==> src/rtl/ram_arbiter.sv <==
// Round-robin arbiter that sequences single-port RAM accesses from two requesters.
// Each transaction walks IDLE -> SETUP -> ACCESS (access_cycles) -> DONE.
module ram_arbiter #(
  parameter int addr_bits     = 16,
  parameter int data_bits     = 8,
  parameter int access_cycles = 1
) (
  input  logic                 clk,
  input  logic                 rst_n,
  input  logic                 req0,
  input  logic                 we0,
  input  logic [addr_bits-1:0] addr0,
  input  logic [data_bits-1:0] wdata0,
  output logic                 ack0,
  output logic [data_bits-1:0] rdata0,
  input  logic                 req1,
  input  logic                 we1,
  input  logic [addr_bits-1:0] addr1,
  input  logic [data_bits-1:0] wdata1,
  output logic                 ack1,
  output logic [data_bits-1:0] rdata1,
  output logic                 ram_we,
  output logic [addr_bits-1:0] ram_addr,
  output logic [data_bits-1:0] ram_wdata,
  input  logic [data_bits-1:0] ram_rdata,
  output logic                 busy
);

  localparam logic [1:0] IDLE   = 2'd0;
  localparam logic [1:0] SETUP  = 2'd1;
  localparam logic [1:0] ACCESS = 2'd2;
  localparam logic [1:0] DONE   = 2'd3;

  localparam logic [3:0] wait_load = 4'(access_cycles - 1);

  logic [1:0] state;
  logic [3:0] wait_cnt;
  logic       last_grant;
  logic       grant_port;
  logic       op_we;
  logic       grant_valid;
  logic       grant_sel;

  // On a tie the port that did not win last time is chosen.
  always_comb begin
    grant_valid = req0 | req1;
    grant_sel   = req1;
    if (req0 && req1) grant_sel = ~last_grant;
  end

  assign busy = (state != IDLE);

  // NOTE: every register here, ram_we included, is cleared by the async reset so
  // an abandoned write strobe drops immediately rather than at the next edge.
  always_ff @(posedge clk or negedge rst_n) begin
    if (!rst_n) begin
      state      <= IDLE;
      wait_cnt   <= '0;
      last_grant <= 1'b1;
      grant_port <= 1'b0;
      op_we      <= 1'b0;
      ram_we     <= 1'b0;
      ram_addr   <= '0;
      ram_wdata  <= '0;
      ack0       <= 1'b0;
      ack1       <= 1'b0;
      rdata0     <= '0;
      rdata1     <= '0;
    end else begin
      // NOTE: non-blocking assignments keep every register update in this block
      // referring to the pre-edge values, independent of statement order.
      ack0 <= 1'b0;
      ack1 <= 1'b0;
      case (state)
        IDLE: begin
          if (grant_valid) begin
            grant_port <= grant_sel;
            last_grant <= grant_sel;
            op_we      <= grant_sel ? we1 : we0;
            ram_addr   <= grant_sel ? addr1 : addr0;
            ram_wdata  <= grant_sel ? wdata1 : wdata0;
            state      <= SETUP;
          end
        end
        SETUP: begin
          wait_cnt <= wait_load;
          ram_we   <= op_we;
          state    <= ACCESS;
        end
        ACCESS: begin
          if (wait_cnt == '0) begin
            ram_we <= 1'b0;
            state  <= DONE;
            if (grant_port) ack1 <= 1'b1;
            else            ack0 <= 1'b1;
            if (!op_we) begin
              if (grant_port) rdata1 <= ram_rdata;
              else            rdata0 <= ram_rdata;
            end
          end else begin
            wait_cnt <= wait_cnt - 4'd1;
          end
        end
        DONE: begin
          state <= IDLE;
        end
        default: begin
          state <= IDLE;
        end
      endcase
    end
  end

endmodule

==> config.mk <==
export PLATFORM = sky130hd
export DESIGN_NAME = ram_arbiter
export DESIGN_NICKNAME = d
export VERILOG_FILES = /design/src/rtl/ram_arbiter.sv
export SDC_FILE = /design/constraint.sdc
export NUM_CORES = 1
export LEC_CHECK = 0
export CORE_UTILIZATION = 40
export DETAILED_ROUTE_END_ITERATION = 8
export PLACE_DENSITY = 0.81
export SLEW_MARGIN = 15
export SYNTH_ARGS = -nofsm -noshare
export SYNTH_HDL_FRONTEND = slang
export SYNTH_SLANG_ARGS = --single-unit
==> constraint.sdc <==
create_clock -name clk -period 2.1 [get_ports clk]
set_clock_uncertainty 0.05 [all_clocks]
set_input_delay 0.42 -clock clk [delete_from_list [all_inputs] [get_ports clk]]
set_output_delay 0.42 -clock clk [all_outputs]
set_load 0.05 [all_outputs]
**Word level (Yosys, flattened, before mapping)**

Cells that the tools add are included.

- Flip-flop bits (word level): 52
- Bits in latches: 0
- Bits in writable memories: 0
- Memory bits (read-only): 0
- Input bits: 62
- Output and inout port bits: 44
- Word-level logic and storage cells: 51
- Memories kept: 0

- Add/subtract/negate cells: 1
- Multipliers: 0
- Divide/modulo/power cells: 0
- Order comparisons: 0
- Equal/unequal tests: 6
- Shift operators: 0
- Muxes and demuxes: 17
- Bitwise gates (word level): 4
- Reductions and logical operators: 11

Operators by type and width:

| kind | count |
|---|---|
| 16-bit 2-to-1 mux | 1 |
| 1-bit 2-to-1 mux | 9 |
| 8-bit 2-to-1 mux | 1 |
| 2-bit case mux with 4 select lines | 1 |
| 4-bit case mux with 2 select lines | 1 |
| 2-bit AND reduction | 4 |
| 4-bit AND reduction | 2 |
| 2-bit != test (second input constant) | 3 |
| 2-bit == test (second input constant) | 2 |
| 4-bit zero test | 1 |
| 2-bit 2-to-1 mux | 2 |
| 4-bit 2-to-1 mux | 1 |
| 2-bit nonzero test | 2 |
| 4-bit by 1-bit subtractor with 4-bit output (second input constant) | 1 |
| 1-bit inverter | 3 |
| 2-bit by 1-bit == test with 1-bit output (second input constant) | 1 |
| 2-bit zero test | 1 |
| 1-bit case mux with 2 select lines | 1 |
| 1-bit logical AND | 1 |
| 1-bit bitwise OR | 1 |

**Depth between registers and ports, before layout**

- Word-level depth: 3
- Mapped depth: 6
- Depth with buffers taken out: 5

**Least setup slack after synthesis**

Ideal clock, no wire load.

- Path kind: register -> register
- Start: reg wait_cnt[0]
- End: reg state[1]
- Setup time: 125 ps
- Arrival time: 1,506 ps
- Required time: 1,925 ps
- Path slack: 420 ps
- Stages on the path, launching flop included: 6
- Path buffers: 0
- Clock period less this slack: 1,680 ps
- Cell sequence: dfrtp_1 > inv_1 > ha_1 > or3b_1 > a21oi_1 > mux2_2

- Word-level cells in the longest chain between the ends: 3

Ends and longest elaborated chain:

| what | RTL line | RTL |
|---|---|---|
| start, declared | 37 | `logic [3:0] wait_cnt;` |
| start signal, assigned | 86 | `wait_cnt <= wait_load;` |
| start signal, assigned | 101 | `wait_cnt <= wait_cnt - 4'd1;` |
| 4-bit zero test | 91 | `if (wait_cnt == '0) begin` |
| 2-bit != test (no line) | - |  |
| 2-bit AND reduction (no line) | - |  |
| end signal, assigned | 88 | `state <= ACCESS;` |
| end signal, assigned | 93 | `state <= DONE;` |
| end signal, assigned | 105 | `state <= IDLE;` |
| end, declared | 36 | `logic [1:0] state;` |

No other way between the ends.
A chain may end at the register's enable or synchronous reset.

**Worst setup path after layout**

- Start: reg ram_addr[0]
- End: out ram_addr[0]

RTL lines:

| what | RTL line | RTL |
|---|---|---|
| start, declared | 23 | `output logic [addr_bits-1:0] ram_addr,` |
| start signal, assigned | 80 | `ram_addr <= grant_sel ? addr1 : addr0;` |

No word-level cell between the ends.

==> reports/results.txt <==
The flow ran to the end, and the final reports show no timing, DRC or antenna violations. The logs give 0 for the max-capacitance violation count and 0 for the number of post-CTS setup repair buffers. The floorplan has 27 rows. The net count of the finished layout is 371. The slowest stage of the critical path belongs to the cell clkdlybuf4s50_1.

The logs give 106 for the number of placed I/O pins and 0 for the final number of setup-violating endpoints. The largest area contributor in the synthesized netlist is dfrtp_1. The critical path is of the flip-flop to primary output type. Static timing analysis puts the maximum clock frequency at 509 MHz. In this run the remaining antenna-violating nets after routing total 0. Of all nets on the critical path, the largest fanout is 2. The run gives 2 as the maximum count of clock buffers along a single path. After floorplanning, the core was sized to cover 5570 um2. The worst register-to-register path begins at wait_cnt[0]$_DFFE_PN0P_. The tools report the total of fill cells in the finished design as 466. Setup repair after global routing left no endpoint under its margin. In this run the tightest slew margin relative to its limit is 56.4%.

In this run, post-CTS repair resized a total of 0 instances. The count of buffers inserted at the top-level ports is 105. For this configuration, the core starts out at a cell density of 41.9%. The internal power of the cells totals 3.00 mW. After synthesis, the netlist uses 30 different library cells.

The run gives 84 as the starting DRC count in detailed routing. Global routing used 17.7% of the available tracks. Dividing the detail-routed via count by the number of cells gives 4.90. The overall via count from detail_route came out at 1849. The worst hold path belongs to the class input pin to asynchronous set/reset pin.

The floorplan step defined a die boundary enclosing 6150 um2. The share of layout cells above drive strength 1 works out to 12.5%. STA classifies the critical path endpoint as a primary output.

Dividing the synthesized area by the synthesized cell count gives 11.9 um2. The run gives 60.5% as the relative contribution of combinational cells to total power. The worst path buffer plus inverter count is 1, and the clock network power share is 9.6%. For the pin with the worst max-slew slack, the measured transition is 655 ps.

The time the worst path needs with I/O delays and setup is 1970 ps, and the total half-perimeter wirelength after legalization and detailed placement is 3960 um. Counting every instance in the synthesized netlist gives 196. The run gives 55.8% as the sequential-to-total area share from yosys stat. After synthesis the cells add up to 2330 um2.

The net count of the mapped netlist is 263, and the power density over cell area is 1620 nW/um2. The startpoint of the most critical setup path is ram_addr[0]$_DFFE_PN0P_. Measured in cells, the most critical reg-to-reg path has a length of 5. Entering global routing, the biggest net connects 52 pins. The clock tree synthesis step divided the H-tree into 2 levels.

Area of combinational cells with multiple inputs: 965 um2. Ranked by total cell area, the synthesized netlist is headed by dfrtp_1 55%, mux2i_1 11%, mux2_2 7.7%. The sequential standard cell area is 1300 um2. The first global-routing pass estimated 8390 um of wire. The synthesized design contains 52 register bits. The tree is rooted in a clkbuf_8. The total congestion overflow after global routing is 0, and the internal reg-to-reg setup slack is 260 ps. Data on the critical path arrives at its endpoint at 1500 ps.

The die span in x came out at 78.4 um. The biggest cell delay along the critical path was 820 ps. TritonCTS built the clock tree. Final count of hold timing violations: 0. Measured along the y axis, the die boundary spans 78.4 um. The analysis attributes to cell leakage a power of 1.64 nW. The share of total power consumed by net switching came out at 48.1%. At the end of routability-driven placement, the weighted congestion stood at 0.720. In this run, flip-flops and latches consume 29.9% of the power. The tree built by TritonCTS fans out to 52 sinks. The CTS clock-pin slew for the worst setup and hold paths is 90 ps. The logs give 0.000903 V for the maximum ir drop on the vdd rail and 0 for the number of pins with negative max-slew slack in the final report.

Cells fill 64.2% of the core in the end. The tools report the startpoint type of the worst setup path as a flip-flop. The tools report the capturing point of the worst reg2reg path as state[1]$_DFFE_PN0P_. The number of global-route vias before repair is 1832. Power comes to 5.79 mW. The area growth from synthesis to layout is 53.4%. The number of antenna diodes in the final layout is 0. The number of clock buffers added by TritonCTS is 5. The cell family contributing the most delay on the critical path is buffers and inverters. The quantity of hold-fixing buffers added after cts came out at 0. For this run, design rule violations remaining after detail routing come to 0.

Walking the worst path, the cells encountered are clkdlybuf4s50_1. For the total wire length after detailed routing, the log shows 5160 um. Data on the critical path is required at its endpoint by 1630 ps. After detailed routing, the average wire length per cell comes to 13.7 um.

The area share of the leading cell type in the synthesized netlist was 54.7%; the setup total negative slack was 0 ps. At the later pin of the worst-skew pair, clock insertion delay measures 290 ps. The number of warnings issued by yosys is 0.

The initial antenna violation count is 0. The number of detailed-routing iterations run before antenna repair is 5, and the net load switching power is 2.78 mW. The part of the cycle the worst path needs was 93.6%.
## area by class of cell
type | instances | area share, %
clock buffer | 6 | 2.03
clock inverter | 2 | 0.454
inverter | 5 | 0.524
multi-input combinational | 130 | 26.9
sequential | 52 | 36.4
tap | 72 | 2.52
timing repair buffer | 110 | 31.2
## synthesized netlist by cell type
master	n
nor3b_1	3
and2_1	1
nor2_1	2
buf_4	1
o32a_1	1
a21oi_1	2
mux2i_1	26
inv_1	5
or3_1	1
dfrtp_1	51
a311o_1	1
or3b_1	1
o21ai_1	1
and2b_1	1
clkbuf_1	6
buf_6	2
and4bb_4	1
nand3_1	1
ha_1	5
a31oi_1	1
nand4b_1	1
nand3b_4	1
nand2_1	28
nor2b_1	1
a21bo_2	1
mux2_4	1
nand2_4	1
mux2_2	16
dfstp_2	1
o21ai_0	32
## how the worst max path moves through the flow
stage | endpoint | slack [ps] | cells past startpoint
after floorplan | state[1]$_DFFE_PN0P_ | 420 | 5
after global placement | ram_addr[3]$_DFFE_PN0P_ | 290 | 5
after detailed placement | ram_addr[9]$_DFFE_PN0P_ | 240 | 5
after CTS | ram_addr[0] | 110 | 1
after global routing | ram_wdata[2] | 90 | 1
final | ram_addr[0] | 130 | 1
## per-stage QoR
step	setup WS (ps)	cell area (um2)	hold slack (ps)	cells
after floorplan	420	2330	74.4	196
after global placement	291	3490	412	369
after detailed placement	237	3490	423	369
after CTS	114	3580	112	377
after global routing	86.5	3580	144	377
final	135	3580	86.8	377
## power groups by stage
stage	clock (mW)	sequential (mW)	combinational, mW
3_3_place_gp	0	1.74	3.48
2_1_floorplan	0	3.12	0.898
4_1_cts	0.575	1.74	3.54
5_1_grt	0.618	1.78	3.72
6_report	0.556	1.73	3.50
3_5_place_dp	0	1.75	3.54
## sequential cells by signal (all words and copies together), names as in the netlist
register and count:
ram_addr 16, state 2, ack0 1, rdata0 8, wait_cnt 4, ram_wdata 8
op_we 1, grant_port 1, ram_we 1, rdata1 8, ack1 1, last_grant 1
## metal layers
layer	track usage (%)	part of all wire [%]
met4	5.00	0.70
met2	28.5	48
met1	22.1	42
met3	6.74	9.4
met5	0	0
## worst reg2reg max path: stages (launching register included)
cell,delay (ps)
dfrtp_1,410
inv_1,70
ha_1,200
or3b_1,420
a21oi_1,230
mux2_2,350
## cells by family (layout without fill, tap and decap cells)
group	Yosys count	in the layout	synth area share [%]
AO/OA/AOI/OAI	39	39	9.06
adder cells (fa/ha/maj)	5	5	2.68
buffers and inverters	14	123	3.05
flip-flops	52	52	55.8
multiplexers	43	43	19.5
AND/OR/NAND/NOR	43	43	9.92
## placed cells by master, fill, tap and decap left out, types with 2 or more instances in the layout
cell type	instances
mux2_2	16
buf_4	4
clkdlybuf4s50_1	102
nor2_1	2
clkbuf_8	5
mux2i_1	26
inv_1	5
o21ai_0	32
nor3b_1	3
buf_12	3
dfrtp_1	51
nand2_1	28
a21oi_1	2
ha_1	5
Note: power is estimated with default switching activity, not from simulation.
